<file path="src/rtl/memory_access_pkg.sv">
// memory_access_pkg
//   Shared types for the memory stage of the RV64 pipeline: scalar typedefs,
//   access size encoding, control word, stage payloads and data-bus request/
//   response records. It also holds the small helpers used by the stage and
//   by its alignment unit.
//   The optional misalignment trap is enabled with the macro MEM_MISALIGN_CHECK_EN
//   (see memory_access.sv). The helpers below are shared by both builds.
package memory_access_pkg;

    localparam int XLEN      = 64;
    localparam int BUS_BYTES = 8;
    localparam int OFF_W     = $clog2(BUS_BYTES);
    localparam int SH_W      = OFF_W + 3;

    typedef logic [XLEN-1:0]      u64;
    typedef logic [BUS_BYTES-1:0] u8;

    // Encoded as log2(bytes).
    typedef enum logic [1:0] {
        MSIZE1 = 2'd0,
        MSIZE2 = 2'd1,
        MSIZE4 = 2'd2,
        MSIZE8 = 2'd3
    } msize_t;

    typedef struct packed {
        logic   MemRead;
        logic   MemWrite;
        logic   MemUnsigned;
        msize_t msize;
        logic   RegWrite;
        logic   exc_misalign;
    } ctl_t;

    typedef struct packed {
        u64   pc;
        ctl_t ctl;
        u64   rs2;
        u64   alu;
    } execute_data_t;

    typedef struct packed {
        u64   pc;
        ctl_t ctl;
        u64   result;
    } memory_data_t;

    typedef struct packed {
        logic   valid;
        u64     addr;
        msize_t size;
        u8      strobe;
        u64     data;
    } dbus_req_t;

    typedef struct packed {
        logic addr_ok;
        logic data_ok;
        u64   data;
    } dbus_resp_t;

    // Byte-lane mask of an access that starts at lane 0.
    function automatic u8 size_mask(msize_t size);
        u8 m;
        case (size)
            MSIZE1:  m = 8'h01;
            MSIZE2:  m = 8'h03;
            MSIZE4:  m = 8'h0F;
            default: m = 8'hFF;
        endcase
        return m;
    endfunction

    // An access is misaligned when its lane offset is not a multiple of its size.
    function automatic logic is_misaligned(logic [OFF_W-1:0] off, msize_t size);
        logic m;
        case (size)
            MSIZE2:  m = off[0];
            MSIZE4:  m = |off[1:0];
            MSIZE8:  m = |off;
            default: m = 1'b0;
        endcase
        return m;
    endfunction

    // Forward a control word with the misalignment flag replaced.
    function automatic ctl_t pass_ctl(ctl_t c, logic exc);
        ctl_t r;
        r              = c;
        r.exc_misalign = exc;
        return r;
    endfunction

endpackage

</file>
<file path="src/rtl/memory_access_align.sv">
// mem_align
//   Combinational byte-lane steering for the memory stage.
//   Store side: builds the write strobe and shifts the store data into its
//   lanes. Load side: shifts the returned bus word down to lane 0, truncates
//   it to the access size and sign- or zero-extends it.
//   Ports:
//     off          in   lane offset (low address bits)
//     size         in   access size
//     is_store     in   access is a store (strobe/data are zero otherwise)
//     is_unsigned  in   zero-extend loads instead of sign-extending
//     store_data   in   register value to be stored (lane 0 aligned)
//     load_data    in   raw bus read data
//     strobe       out  byte write enables
//     wdata        out  lane-aligned store data
//     load_result  out  extracted and extended load value
//   Lanes shifted past the top of the bus are dropped, never wrapped.
module mem_align
    import memory_access_pkg::*;
(
    input  logic [OFF_W-1:0] off,
    input  msize_t           size,
    input  logic             is_store,
    input  logic             is_unsigned,
    input  u64               store_data,
    input  u64               load_data,
    output u8                strobe,
    output u64               wdata,
    output u64               load_result
);

    logic [SH_W-1:0] shamt;
    u64              raw;

    assign shamt = {off, 3'b000};
    assign raw   = load_data >> shamt;

    assign strobe = is_store ? u8'(size_mask(size) << off) : '0;
    assign wdata  = is_store ? (store_data << shamt) : '0;

    always_comb begin
        load_result = raw;
        case (size)
            MSIZE1:  load_result = is_unsigned ? {56'd0, raw[7:0]}
                                               : {{56{raw[7]}}, raw[7:0]};
            MSIZE2:  load_result = is_unsigned ? {48'd0, raw[15:0]}
                                               : {{48{raw[15]}}, raw[15:0]};
            MSIZE4:  load_result = is_unsigned ? {32'd0, raw[31:0]}
                                               : {{32{raw[31]}}, raw[31:0]};
            default: load_result = raw;
        endcase
    end

endmodule

</file>
<file path="src/rtl/memory_access.sv">
// memory_access
//   Memory stage of the 5-stage RV64 pipeline. Accepts execute_data_t from
//   execute, issues loads/stores on the data bus, and hands memory_data_t to
//   writeback. Execute is back-pressured while a bus access is outstanding or
//   while writeback stalls the held result.
//   Ports:
//     clk     in   pipeline clock, all state on posedge
//     resetn  in   asynchronous active-low reset
//     dataE   in   pc, ctl, rs2 (store data), alu (address or result)
//     validE  in   dataE valid
//     readyM  out  stage accepts dataE this cycle
//     dataM   out  pc, ctl, result (alu or load data)
//     validM  out  dataM valid
//     readyW  in   writeback accepts dataM
//     dreq    out  data-bus request (valid, addr, size, strobe, data)
//     dresp   in   data-bus response (addr_ok, data_ok, data)
//   Build option: MEM_MISALIGN_CHECK_EN
//     defined   - misaligned memory ops make no bus request; they go straight
//                 to writeback with ctl.exc_misalign=1 and result=address.
//     undefined - exc_misalign is always 0 and misaligned ops are issued as-is.
//
//   state  | meaning
//   IDLE   | nothing held, ready for execute
//   BUS    | bus request driven, waiting for data_ok
//   HOLD   | dataM valid, waiting for writeback
module memory_access
    import memory_access_pkg::*;
(
    input  logic          clk,
    input  logic          resetn,
    input  execute_data_t dataE,
    input  logic          validE,
    output logic          readyM,
    output memory_data_t  dataM,
    output logic          validM,
    input  logic          readyW,
    output dbus_req_t     dreq,
    input  dbus_resp_t    dresp
);

    localparam logic [1:0] S_IDLE = 2'd0;
    localparam logic [1:0] S_BUS  = 2'd1;
    localparam logic [1:0] S_HOLD = 2'd2;

    logic [1:0]    state;
    logic [1:0]    state_d;
    execute_data_t req_q;
    execute_data_t req_d;
    memory_data_t  data_d;

    logic accept;
    logic is_mem_e;
    logic misalign_e;

    u8    strobe;
    u64   wdata;
    u64   load_result;

    // Address handshake is not needed: the request is held until data_ok.
    logic unused_resp;
    assign unused_resp = dresp.addr_ok;

    // In HOLD the next op is taken in the same cycle writeback drains us.
    assign readyM   = (state == S_IDLE) || ((state == S_HOLD) && readyW);
    assign validM   = (state == S_HOLD);
    assign accept   = validE && readyM;
    assign is_mem_e = dataE.ctl.MemRead | dataE.ctl.MemWrite;

`ifdef MEM_MISALIGN_CHECK_EN
    assign misalign_e = is_mem_e && is_misaligned(dataE.alu[OFF_W-1:0], dataE.ctl.msize);
`else
    assign misalign_e = 1'b0;
`endif

    mem_align u_align (
        .off         (req_q.alu[OFF_W-1:0]),
        .size        (req_q.ctl.msize),
        .is_store    (req_q.ctl.MemWrite),
        .is_unsigned (req_q.ctl.MemUnsigned),
        .store_data  (req_q.rs2),
        .load_data   (dresp.data),
        .strobe      (strobe),
        .wdata       (wdata),
        .load_result (load_result)
    );

    // Request fields come straight from the latched op, so they cannot move
    // while the bus is waiting.
    always_comb begin
        dreq        = '0;
        dreq.valid  = (state == S_BUS);
        dreq.addr   = req_q.alu;
        dreq.size   = req_q.ctl.msize;
        dreq.strobe = strobe;
        dreq.data   = wdata;
    end

    always_comb begin
        state_d = state;
        req_d   = req_q;
        data_d  = dataM;

        case (state)
            S_IDLE: ;
            S_BUS: begin
                if (dresp.data_ok) begin
                    data_d.pc     = req_q.pc;
                    data_d.ctl    = pass_ctl(req_q.ctl, 1'b0);
                    data_d.result = req_q.ctl.MemRead ? load_result : req_q.alu;
                    state_d       = S_HOLD;
                end
            end
            S_HOLD: begin
                if (readyW) begin
                    state_d = S_IDLE;
                end
            end
            default: state_d = S_IDLE;
        endcase

        // Same accept rules from IDLE and from a draining HOLD.
        if (accept) begin
            if (is_mem_e && !misalign_e) begin
                req_d   = dataE;
                state_d = S_BUS;
            end else begin
                data_d.pc     = dataE.pc;
                data_d.ctl    = pass_ctl(dataE.ctl, misalign_e);
                data_d.result = dataE.alu;
                state_d       = S_HOLD;
            end
        end
    end

    always_ff @(posedge clk or negedge resetn) begin
        if (!resetn) begin
            state <= S_IDLE;
            req_q <= '0;
            dataM <= '0;
        end else begin
            state <= state_d;
            req_q <= req_d;
            dataM <= data_d;
        end
    end

endmodule

</file>
<file path="config.mk">
export PLATFORM = sky130hd
export DESIGN_NAME = memory_access
export DESIGN_NICKNAME = d
export VERILOG_FILES = /design/src/rtl/memory_access_pkg.sv /design/src/rtl/memory_access_align.sv /design/src/rtl/memory_access.sv
export SDC_FILE = /design/constraint.sdc
export NUM_CORES = 1
export LEC_CHECK = 0
export ABC_AREA = 1
export BUFFER_PORTS_ARGS = -buffer_cell sky130_fd_sc_hd__buf_2
export CAP_MARGIN = 20
export CORE_MARGIN = 4
export CORE_UTILIZATION = 45
export DETAILED_ROUTE_END_ITERATION = 12
export MAX_ROUTING_LAYER = met4
export PLACE_DENSITY = 0.83
export REMOVE_ABC_BUFFERS = 1
export SYNTH_ARGS = -nofsm -noshare
export SYNTH_HDL_FRONTEND = slang
export SYNTH_SLANG_ARGS = --single-unit
</file>
<file path="constraint.sdc">
create_clock -name clk -period 2 [get_ports clk]
set_input_delay 0.1 -clock clk [delete_from_list [all_inputs] [get_ports clk]]
set_output_delay 0.1 -clock clk [all_outputs]
set_load 0.01 [all_outputs]
</file>
==> results of run 1 <==
placed cells by master (no fill, tap or decap), types with 4 or more instances in the layout:
cell and n:
nand2_1 605, buf_2 535, dfrtp_1 330, dlygate4sd3_1 204, a21oi_1 200, nor2_1 192
inv_1 176, o21ai_0 133, nand3_1 99, o21ai_1 96, buf_4 84, a31oi_1 77
mux2_2 67, clkbuf_16 45, o21ai_2 41, buf_12 40, diode_2 36, nand4_1 32
nand2_2 25, buf_6 19, o22ai_1 18, a21oi_2 15, o21ai_4 11, nand3_2 10
o211ai_1 9, nand2_4 8, clkbuf_8 8, nor2_4 7, nor2_2 7, a22oi_2 7
clkbuf_1 7, buf_16 7, o22ai_2 6, clkinv_2 6, inv_2 4, buf_8 4
state kept, by name, indices dropped and copies added, names as in the netlist:
| signal | count |
|---|---|
| state | 2 |
| dataM | 135 |
| dreq | 66 |
| req_q | 132 |
logic make-up (layout without fill, tap and decap cells):
group | after synthesis | after routing
multiplexers | 67 | 67
AO/OA/AOI/OAI | 620 | 620
AND/OR/NAND/NOR | 994 | 994
buffers and inverters | 439 | 1156
other | 0 | 36
flip-flops | 335 | 335
final timing paths:
path                       startpoint         end  slack [ns]  cells past startpoint
min in group clk            dresp[56]   dataM[56]        0.04                      5
max in group asynchronous      resetn  req_q[150]        1.18                      3
hold reg to reg            req_q[185]  req_q[185]        0.51                      1
hold / removal                 resetn  dataM[113]        0.04                      2
setup / recovery             dreq[74]    dreq[44]       -0.26                      8
setup reg to reg             dreq[74]   dataM[37]       -0.16                     13
metrics by stage:
stage / instances / total power (W) / utilization / TNS, ns
3_5_place_dp: 3385 / 0.0290 / 0.533 / 0
2_1_floorplan: 2205 / 0.0213 / - / -1666.09
5_1_grt: 3733 / 0.0427 / 0.654 / -22.15
3_3_place_gp: 3385 / 0.0287 / 0.533 / 0
6_report: 3740 / 0.0406 / 0.654 / -13.21
4_1_cts: 3674 / 0.0381 / 0.631 / -8.49
routing by layer:
metal | part of all wire | routed length [um] | track usage | up-vias
li1 | - | - | - | 9470
met1 | 0.37 | 30000 | 0.421 | 9977
met2 | 0.47 | 38000 | 0.542 | 1438
met3 | 0.10 | 8470 | 0.0839 | 348
met4 | 0.058 | 4750 | 0.178 | 0
met5 | 0 | 0 | - | -
layout make-up:
type / instances / share of cell area
antenna: 36 / 0.00337
clock buffer: 53 / 0.0407
clock inverter: 13 / 0.00656
inverter: 189 / 0.0283
multi-input combinational: 1681 / 0.327
sequential: 335 / 0.314
tap: 532 / 0.0249
timing repair buffer: 900 / 0.254
timing repair inverter: 1 / 0.000234
power groups by stage:
stage | Clock, W | Sequential, W | Combinational, W
2_1_floorplan | 0 | 0.0126 | 0.00868
3_3_place_gp | 0 | 0.0115 | 0.0172
3_5_place_dp | 0 | 0.0115 | 0.0175
4_1_cts | 0.00732 | 0.0115 | 0.0193
5_1_grt | 0.00762 | 0.0120 | 0.0230
6_report | 0.00726 | 0.0118 | 0.0215
repair_timing:
item,in CTS,in global routing
buffers inserted,12,19
pin swaps,13,43
endpoints found under the hold margin,667,0
cloned,7,11
resized for setup,164,123
endpoints found under the setup margin,71,126
hold buffers,204,0
==> flow_metrics.tcl, run 1 <==
set metrics [dict create \
    status "finished with violations" \
    violations "setup timing" \
    htree_levels 2 \
    numCtsBuffers 38 \
    p_sw_frac 0.443 \
    hpwl_um 50900 \
    post-route-period-util 1.13 \
    nets 3415 \
    core_area_mm2 0.0408 \
    rsz0062_at_grt "yes" \
    clock_path_buffers 3 \
    critical_path_class "register to output port" \
    cp_cell_sequence "buf_12 > buf_16 > o21ai_1 > nand2_1 > nand3_1 > o21ai_0 > buf_4 > buf_6" \
    tritoncts "done" \
    ys_top_cells_by_area "dfrtp_1 45%, nand2_1 13%, a21oi_1 5.8%, o21ai_0 5.2%, nor2_1 4.1%" \
    yosys.area_share.simple 0.216 \
    required_ns 1.90 \
    cp.arrival_ns 2.16 \
    grt_pass1_wl_um 119000 \
    cts_sinks 335 \
    wl_per_cell_um 21.7 \
    die_h_um 211 \
    synth_top_area_share 0.450 \
    fillers 3159 \
    finalCriticalPeriod_ns 2.26 \
    initialDrtViolationCount 2785 \
    syn_to_final_growth_pct 43.4 \
    drive_above_1_share 0.311 \
    synth_common_cells "635 x nand2_1, 335 x dfrtp_1, 214 x a21oi_1" \
    vias 21200 \
    max_freq_ghz 0.443 \
    crit_path_max_incr_delay_ns 0.54 \
    tightest_slew_ns 0.496 \
    yosysUniqueCellTypes 36 \
    chipWidth_um 211 \
    avgSynthCellArea_um2 7.59 \
    grt_overflow 0 \
    hp-class "input port to async pin" \
    first_pass_iters 8 \
    start_kind "register" \
    worstSetupEndpointType "output port" \
    synth-compound-area-share 0.177 \
    synth_mux_area_frac 0.0405 \
    start_util 0.456 \
    drv_cap 0 \
    synthArstFlopShare 1.00 \
    internal_power_w 0.0226 \
    synth_seq_area_share 0.450 \
    io_pins 545 \
    track_usage 0.347 \
    fin_skew_ns 0.0162 \
    drc_errors 0 \
    dp_slack_ns 0.0886 \
    drt-total-wl_um 81200 \
    finalHoldViolCount 0 \
    yosys_warnings 0 \
    seq_power_share 0.291 \
    synthCells 2455 \
    ys.flop_type "dfrtp_1" \
    synth_most_common_cell "nand2_1" \
    clk_latency_ns 0.56 \
    synth_xor_area_frac 0 \
    maxSlewHeadroom 0.669 \
    crit_path_max_fanout 16 \
    ys_ff_latch 335 \
    setup-violations-final 117 \
    clockRootBuffer "clkbuf_16" \
    crit_slowest_cell "dfrtp_4" \
    p_per_area_mw_per_mm2 1520 \
    power.leakage_nw 13.0 \
    multiInputGateArea_mm2 0.00874 \
    synth-edff-count 0 \
    final_max_slew_viol_count 0 \
    irDropWorstVdd_v 0.000971 \
    seqCellArea_mm2 0.00839 \
    first_global_vias 20700 \
    synth_area_mm2 0.0186 \
    ant_nets 0 \
    antenna_found_initial 30 \
    finalWorstSetupSlack_ns -0.259 \
    hold_ws_ns 0.0362 \
    yosysTopAreaCell "dfrtp_1" \
    dieArea_mm2 0.0447 \
    cp_top_family "buffers and inverters" \
    vias_per_cell 5.68 \
    p_comb_frac 0.530 \
    synth_top_family_by_area "simple AND/OR/NAND/NOR gates" \
    row_count 74 \
    place_congestion 1.02 \
    power_frac_clock 0.179 \
    stdcell_area_mm2 0.0267 \
    numPortBuffers 542 \
    clkSlewWorstSetupHoldPaths_ns 0.06 \
    grt_max_degree 71 \
    synthAdderAreaFrac 0 \
    place_area_mm2 0.0218 \
    worst-path-buf-inv 4 \
    netSwitchingPower_w 0.0180 \
]
Note: power is estimated with default switching activity, not from simulation.
==> run 2: changes to the inputs <==
Settings changed: CTS_BUF_LIST set to sky130_fd_sc_hd__clkbuf_8, RECOVER_POWER set to 100.
==> run 2 against run 1 <==
The run still ends with setup timing left. First-iteration DRC count is 11% higher. Final area increased by 1.2%. Critical path depth down 2. Highest routed layer unchanged. Global-route usage is 1.4 points higher. Fmax is 4.4% lower. Sequential share of layout area decreased by 0.40 points. Sequential power barely moved. Utilization is 0.81 points higher. Non-clock buffer count grew 36. Worst hold slack got worse by 0.0066 ns.
==> flow_metrics.tcl, run 2 (synthesis gave the netlist of run 1 again) <==
set metrics [dict create \
    drive_above_1_share 0.267 \
    setup-violations-final 234 \
    nets 3470 \
    finalHoldViolCount 0 \
    dieArea_mm2 0.0447 \
    antenna_found_initial 29 \
    chipWidth_um 211 \
    first_global_vias 21500 \
    hold_end "dataM[0]" \
    status "finished with violations" \
    numCtsBuffers 57 \
    drt-total-wl_um 86100 \
    regMostFlops "dataM" \
    min-delay-start "dresp[32]" \
    io_pins 545 \
    start_util 0.456 \
    wl_per_cell_um 22.6 \
    row_count 74 \
    critical_path_class "register to output port" \
    worstSetupEndpointType "output port" \
    layout_commonest_cell "nand2_1" \
    maxSlewHeadroom 0.318 \
    rsz0062_at_grt "yes" \
    start_kind "register" \
    grt_overflow 0 \
    p_per_area_mw_per_mm2 1520 \
    rr_endpoint "dataM[35]" \
    htree_levels 2 \
    die_h_um 211 \
    clkSlewWorstSetupHoldPaths_ns 0.06 \
    hold_ws_ns 0.0296 \
    core_area_mm2 0.0408 \
    ff2ff_setup_slack_ns -0.24 \
    finalNonFillerCells 3808 \
    tightest_slew_ns 1.02 \
    clock_path_buffers 3 \
    r2r_start "dreq[74]" \
    tritoncts "done" \
    ant_nets 0 \
    vias 22300 \
    rr_worst_depth 13 \
    largest_register_ff_count 135 \
    clockRootBuffer "clkbuf_8" \
    power_w 0.0411 \
    vias_per_cell 5.85 \
    grt_pass1_wl_um 123000 \
    crit_path_max_fanout 16 \
    hold-path-cell-count 7 \
    finalCriticalPeriod_ns 2.36 \
    clk_latency_ns 0.69 \
    violations "setup timing" \
    track_usage 0.361 \
    hpwl_um 50900 \
    final_max_slew_viol_count 0 \
    fin_skew_ns 0.0437 \
    drc_errors 0 \
    initialDrtViolationCount 3083 \
    first_pass_iters 7 \
    syn_to_final_growth_pct 45.2 \
    grt_max_degree 71 \
    finalWorstSetupSlack_ns -0.364 \
    irDropWorstVdd_v 0.000948 \
    drv_cap 0 \
    post-route-period-util 1.18 \
    cp.arrival_ns 2.26 \
    max_freq_ghz 0.423 \
    required_ns 1.90 \
    numPortBuffers 542 \
    cts_sinks 335 \
    place_congestion 1.02 \
    power.leakage_nw 12.7 \
    layout_common_cells "584 x nand2_1, 334 x buf_2, 331 x dfrtp_1" \
    placed_cells 3385 \
    hp-class "input port to register" \
    crit_start "dreq[74]" \
]
==> run 2: final cells by class <==
class                      instances  area [um2]
inverter                         189         746
clock buffer                      74        1020
timing repair inverter             1        6.26
tap                              532         666
sequential                       335        8390
fill                            3150       13800
clock inverter                    27         201
multi-input combinational       1681        9080
antenna                           33        82.6
timing repair buffer             936        6850
==> run 2: per-layer routing <==
layer  vias to the layer above  share of wire  global-route usage
li1                       9585              -                   -
met4                         0          0.068               0.172
met1                     10400           0.36               0.437
met5                         -              0                   -
met2                      1767           0.46               0.567
met3                       527           0.11              0.0940
==> run 2: timing repair <==
item | 4_1_cts | 5_1_grt
setup endpoints to repair | 72 | 129
endpoints found under the hold margin | 667 | 0
cloned | 11 | 12
resized for setup | 208 | 171
pin swaps | 43 | 62
hold buffers | 233 | 0
setup buffers | 19 | 15
==> run 2: power by group <==
group          internal (W)  leakage, nW  switching (W)  total (W)
clock network       0.00360        0.688        0.00315    0.00674
logic               0.00864         7.99         0.0138     0.0224
registers           0.00979         4.03        0.00215     0.0119
total                0.0220         12.7         0.0191     0.0411
==> run 2: worst max path at each step <==
stage / cells past startpoint / end
6_report: 6 / dreq[52]
5_1_grt: 7 / dreq[48]
4_1_cts: 6 / dreq[49]
3_5_place_dp: 10 / dataM[17]
3_3_place_gp: 8 / dataM[19]
2_1_floorplan: 4 / dreq[77]
==> run 2: through the flow <==
stage	setup slack, ns	utilization	instance area [um2]	setup TNS [ns]
final	-0.364	0.662	27000	-32.23
after global routing	-0.437	0.662	27000	-60.44
after CTS	-0.349	0.645	26300	-19.09
after detailed placement	0.0886	0.533	21800	0
after global placement	0.123	0.533	21800	0
after floorplan	-5.81	-	17200	-1666.09
==> run 2: worst max-delay path: stages, from the launching register on <==
cell	delay, ns
dfrtp_4	0.53
buf_12	0.19
buf_16	0.18
nor2_1	0.23
o21ai_2	0.11
o22ai_1	0.18
buf_2	0.17
